==> src/rtl/uart_rx_frame_loader.sv <==
// rtl/uart_rx_frame_loader.sv - UART 8N1 receiver that fills a DEPTH-byte RX FIFO frame
// and holds rx_fifo_full until the copy engine acknowledges the frame.
module uart_rx_frame_loader #(
   parameter int CLKS_PER_BIT = 104,
   parameter int DEPTH        = 512,
   parameter int ADDR_W       = 9,
   parameter int TIMEOUT_CLKS = 1200000
) (
   input  logic              clk,
   input  logic              reset_n,
   input  logic              rx,
   input  logic              rx_fifo_full_ack,
   output logic [7:0]        rx_fifo_wd,
   output logic [ADDR_W-1:0] rx_fifo_wa,
   output logic              rx_fifo_wen,
   output logic              rx_fifo_full,
   output logic              framing_err,
   output logic              overrun
);

   localparam int TMR_W = $clog2(CLKS_PER_BIT);
   localparam int TMO_W = $clog2(TIMEOUT_CLKS);

   localparam logic [TMR_W-1:0]  HALF_LD  = TMR_W'(CLKS_PER_BIT / 2 - 1);
   localparam logic [TMR_W-1:0]  BIT_LD   = TMR_W'(CLKS_PER_BIT - 1);
   localparam logic [TMO_W-1:0]  TMO_LAST = TMO_W'(TIMEOUT_CLKS - 1);
   localparam logic [ADDR_W-1:0] CNT_LAST = ADDR_W'(DEPTH - 1);

   typedef enum logic [1:0] {IDLE, START, DATA, STOP} state_t;

   state_t            state, state_nx;
   logic              rx_meta, rs, rs_d;
   logic [TMR_W-1:0]  tmr, tmr_nx;
   logic [2:0]        idx, idx_nx;
   logic [7:0]        sh, sh_nx;
   logic              tick;
   logic              byte_good, byte_bad;
   logic [ADDR_W-1:0] count;
   logic [TMO_W-1:0]  tmo;
   logic              full_pend;

   assign tick = (tmr == '0);

   always_ff @(posedge clk or negedge reset_n) begin
      if (!reset_n) begin
         rx_meta <= 1'b1;
         rs      <= 1'b1;
         rs_d    <= 1'b1;
         state   <= IDLE;
         tmr     <= '0;
         idx     <= '0;
         sh      <= '0;
      end else begin
         rx_meta <= rx;
         rs      <= rx_meta;
         rs_d    <= rs;
         state   <= state_nx;
         tmr     <= tmr_nx;
         idx     <= idx_nx;
         sh      <= sh_nx;
      end
   end

   always_comb begin
      state_nx  = state;
      tmr_nx    = tmr;
      idx_nx    = idx;
      sh_nx     = sh;
      byte_good = 1'b0;
      byte_bad  = 1'b0;
      case (state)
         IDLE: begin
            if (rs_d && !rs) begin
               tmr_nx   = HALF_LD;
               state_nx = START;
            end
         end
         START: begin
            if (!tick) begin
               tmr_nx = tmr - 1'b1;
            end else if (rs) begin
               state_nx = IDLE;
            end else begin
               tmr_nx   = BIT_LD;
               idx_nx   = 3'd0;
               state_nx = DATA;
            end
         end
         DATA: begin
            if (!tick) begin
               tmr_nx = tmr - 1'b1;
            end else begin
               sh_nx[idx] = rs;
               tmr_nx     = BIT_LD;
               idx_nx     = idx + 3'd1;
               if (idx == 3'd7) state_nx = STOP;
            end
         end
         STOP: begin
            if (!tick) begin
               tmr_nx = tmr - 1'b1;
            end else begin
               byte_good = rs;
               byte_bad  = !rs;
               state_nx  = IDLE;
            end
         end
         default: state_nx = IDLE;
      endcase
   end

   // full is raised one cycle after the wrapping write, hence full_pend.
   always_ff @(posedge clk or negedge reset_n) begin
      if (!reset_n) begin
         rx_fifo_wd   <= '0;
         rx_fifo_wa   <= '0;
         rx_fifo_wen  <= 1'b0;
         rx_fifo_full <= 1'b0;
         framing_err  <= 1'b0;
         overrun      <= 1'b0;
         count        <= '0;
         tmo          <= '0;
         full_pend    <= 1'b0;
      end else begin
         rx_fifo_wen <= 1'b0;
         framing_err <= byte_bad;
         if (full_pend) begin
            rx_fifo_full <= 1'b1;
            full_pend    <= 1'b0;
         end
         if (rx_fifo_full && rx_fifo_full_ack) begin
            rx_fifo_full <= 1'b0;
            overrun      <= 1'b0;
         end else if (byte_good) begin
            if (rx_fifo_full) begin
               overrun <= 1'b1;
            end else begin
               rx_fifo_wen <= 1'b1;
               rx_fifo_wd  <= sh;
               rx_fifo_wa  <= count;
               tmo         <= '0;
               if (count == CNT_LAST) begin
                  count     <= '0;
                  full_pend <= 1'b1;
               end else begin
                  count <= count + 1'b1;
               end
            end
         end else if (count != '0 && !rx_fifo_full && !full_pend) begin
            // Partial frame abandoned by the sender: start the next frame at address 0.
            if (tmo == TMO_LAST) begin
               count <= '0;
               tmo   <= '0;
            end else begin
               tmo <= tmo + 1'b1;
            end
         end else begin
            tmo <= '0;
         end
      end
   end

endmodule

==> config.mk <==
export PLATFORM = sky130hd
export DESIGN_NAME = uart_rx_frame_loader
export DESIGN_NICKNAME = d
export VERILOG_FILES = /design/src/rtl/uart_rx_frame_loader.sv
export SDC_FILE = /design/constraint.sdc
export NUM_CORES = 1
export LEC_CHECK = 0
export BUFFER_PORTS_ARGS = -buffer_cell sky130_fd_sc_hd__buf_2
export CORE_AREA = 10 10 91 93
export DETAILED_ROUTE_END_ITERATION = 10
export DIE_AREA = 0 0 101 103
export PLACE_DENSITY = 0.78
export SKIP_CTS_REPAIR_TIMING = 1
export SLEW_MARGIN = 20
export SYNTH_ARGS = -nofsm -noshare
export SYNTH_HDL_FRONTEND = slang
export SYNTH_SLANG_ARGS = --single-unit
==> constraint.sdc <==
create_clock -name clk -period 5.6 [get_ports clk]
set_input_delay 0.84 -clock clk [delete_from_list [all_inputs] [get_ports clk]]
set_output_delay 0.84 -clock clk [all_outputs]
set_load 0.02 [all_outputs]
==> run_results.csv <==
group,metric,value,unit
place,gp_congestion,0.8624,
layout,antenna_cells,0,
clock_tree,clockBufferDepth,2,
clock_tree,cts_made_buffers,9,
layout,multi_input_area,0.001803,mm2
logic_synthesis,synth_edf_count,0,
worst_setup_path,path_max_fanout,16,
global_route,grt_pass1_vias,2760,
worst_setup_path,timing.rr.end,"count[0]$_DFFE_PN0P_",
place,dp.cells,461,
timing,fmax,396.0,MHz
detailed_routing,dr.pass1.iters,4,
flow_run,maxCapViolCount,0,
layout,fin_util,63.96,%
clock_tree,clockRootBuffer,"clkbuf_8",
detailed_routing,dr_total_vias,2892,
worst_setup_path,crit_required,5880,ps
logic_synthesis,synth-seq-area-share,49.39,%
logic_synthesis,netlist.area_leader.share,47.32,%
logic_synthesis,synth_top_area_cell,"dfrtp_1",
clock_tree,path_clk_slew,80,ps
die,num_rows,30,
layout,seqCellArea,0.001881,mm2
global_route,grt_antenna_before_repair,0,
die,die_y,103,um
worst_setup_path,worstSetupStartpointType,"flip-flop",
clock_tree,cts_tree,"built",
logic_synthesis,synth_area,0.003807,mm2
logic_synthesis,yosys_warnings,0,
power_and_ir_drop,power_density,422.0,mW/mm2
timing,rsz0062_at_grt,"false",
timing,skew,8.688,ps
die,ios,25,
timing,post-route-min-period,2526,ps
global_route,grt-ovfl-total,0,
worst_setup_path,end_kind,"flip-flop",
layout,fillerInstances,510,
layout,final_cell_mix,"72 x dfrtp_1, 30 x nor2_1, 28 x nand2_1",
detailed_routing,ant_nets,0,
layout,fin_nets,409,
worst_setup_path,crit_end,"count[0]$_DFFE_PN0P_",
detailed_routing,viasPerCell,6.063,
worst_setup_path,r2r_start,"tmr[0]$_DFFE_PN0P_",
logic_synthesis,yosys_most_used_dff,"dfrtp_1",
timing,max_slew.worst_pin.slew,900.6,ps
die,start_util,57.96,%
global_route,grt_max_degree,76,
clock_tree,clk_latency,350,ps
timing,setup_viol,0,
place,hpwl,5.148,mm
logic_synthesis,synth_seq_cells,75,
timing,setup_tns,0,ps
die,dieArea,0.01040,mm2
clock_tree,htree_levels,3,
logic_synthesis,ys_async_sr_fraction,100.0,%
place,port_buffers,24,
global_route,grt_first_pass_wirelength,13.02,mm
die,die_w,101,um
worst_setup_path,reg2reg_depth,7,
logic_synthesis,synthesis.nets,386,
logic_synthesis,synthTopCellsByArea,"dfrtp_1 47%, mux2_2 5.6%, ha_1 4.3%",
layout,instances_no_fill,477,
place,post_dp_cell_area,0.003978,mm2
timing,period_share,45.10,%
layout,drive_gt1_share,18.64,%
detailed_routing,wire_per_inst,15.84,um
detailed_routing,first_iter_violations,184,
timing,final_max_slew_viol_count,0,
logic_synthesis,syn_avg_cell_area,10.32,um2
clock_tree,cts_num_sinks,75,
worst_setup_path,setup.worst_path.start,"tmr[0]$_DFFE_PN0P_",
timing,slew_headroom,39.41,%
logic_synthesis,synth_cell_types,56,
timing,hold_violations,0,
layout,fin_area,0.004202,mm2
power_and_ir_drop,power.leakage,2.014,nW
worst_setup_path,cp.arrival,2800,ps
detailed_routing,wirelength,7.558,mm
global_route,grt_usage,15.26,%
layout,areaGrowthSynthToFinish,10.35,%
worst_setup_path,criticalPathCategory,"flip-flop to flip-flop",
logic_synthesis,netlist_instances,369,
worst_hold_path,hold_path_class,"flip-flop to flip-flop",
power_and_ir_drop,ir_drop,0.3236,mV
worst_hold_path,whs_path_depth,0,
worst_setup_path,r2r_slack,3070,ps
detailed_routing,drc,0,
run_status,status,"complete, no violations",
layout,final_common_cell,"dfrtp_1",
die,coreArea,0.006569,mm2
==> per-stage QoR <==
step                      hold slack (ps)  power (W)  setup WS (ps)
final                               358.0   0.001773           3074
after global routing                362.3   0.001891           2798
after CTS                           358.1   0.001780           2907
after detailed placement            346.8   0.001316           2888
after global placement              345.6   0.001292           3016
after floorplan                     345.2   0.001169           3639
==> power by group <==
group	total [W]	internal, W	switching [W]
clock network	0.000455	0.000252	0.000204
registers	0.000746	0.000636	0.000109
logic	0.000572	0.000232	0.000340
total	0.00177	0.00112	0.000653
==> flip-flops by register name, indices dropped and copies added (netlist names), named ones only <==
signal,flops
rx_fifo_wd,8
rs_d,1
idx,3
overrun,1
tmo,21
sh,8
rs,1
rx_meta,1
count,9
full_pend,1
tmr,7
framing_err,1
rx_fifo_full,1
rx_fifo_wa,9
rx_fifo_wen,1
state,1
==> how the worst min path moves through the flow <==
stage / start / end
finish: rx_meta$_DFF_PN1_ / rs$_DFF_PN1_
global placement: rx_meta$_DFF_PN1_ / rs$_DFF_PN1_
CTS: rx_meta$_DFF_PN1_ / rs$_DFF_PN1_
floorplan: rx_meta$_DFF_PN1_ / rs$_DFF_PN1_
detailed placement: rx_meta$_DFF_PN1_ / rs$_DFF_PN1_
global route: rx_meta$_DFF_PN1_ / rs$_DFF_PN1_
==> logic make-up after synthesis <==
kind of cell             after synthesis  share of synthesized area (%)
AO/OA/AOI/OAI                         89                          15.81
flip-flops                            75                          49.39
XOR/XNOR                              13                          2.990
AND/OR/NAND/NOR                      129                          18.47
multiplexers                          19                          5.620
adder cells (fa/ha/maj)               13                          4.272
buffers and inverters                 31                          3.450
==> critical path, stage by stage (launching register included) <==
cell	delay [ps]
dfrtp_1	390
inv_1	100
ha_1	160
nor4b_4	350
a41oi_2	390
nor2_2	660
nor2_1	200
o21ai_0	190
==> per-layer routing <==
layer	wire [um]	global-route usage [%]	vias up
li1	-	-	1397
met1	3399	19.36	1417
met2	3677	24.82	61
met3	350	3.083	17
met4	131	6.431	0
met5	0	0	-
==> layout make-up <==
class	count	area share, %
clock inverter	6	2.114
inverter	17	1.519
sequential	75	44.76
clock buffer	10	3.038
multi-input combinational	263	42.91
tap	80	2.382
timing repair buffer	26	3.276
==> cells in the mapped netlist (10+ instances only) <==
library cell / n
dfrtp_1: 72
nor2_1: 30
nand2_1: 28
o21ai_0: 24
mux2_2: 19
inv_1: 17
ha_1: 13
a21oi_1: 12
nand3_1: 12
xor2_1: 12
nor3_1: 10
No activity file was read; power rests on OpenSTA's default activity.
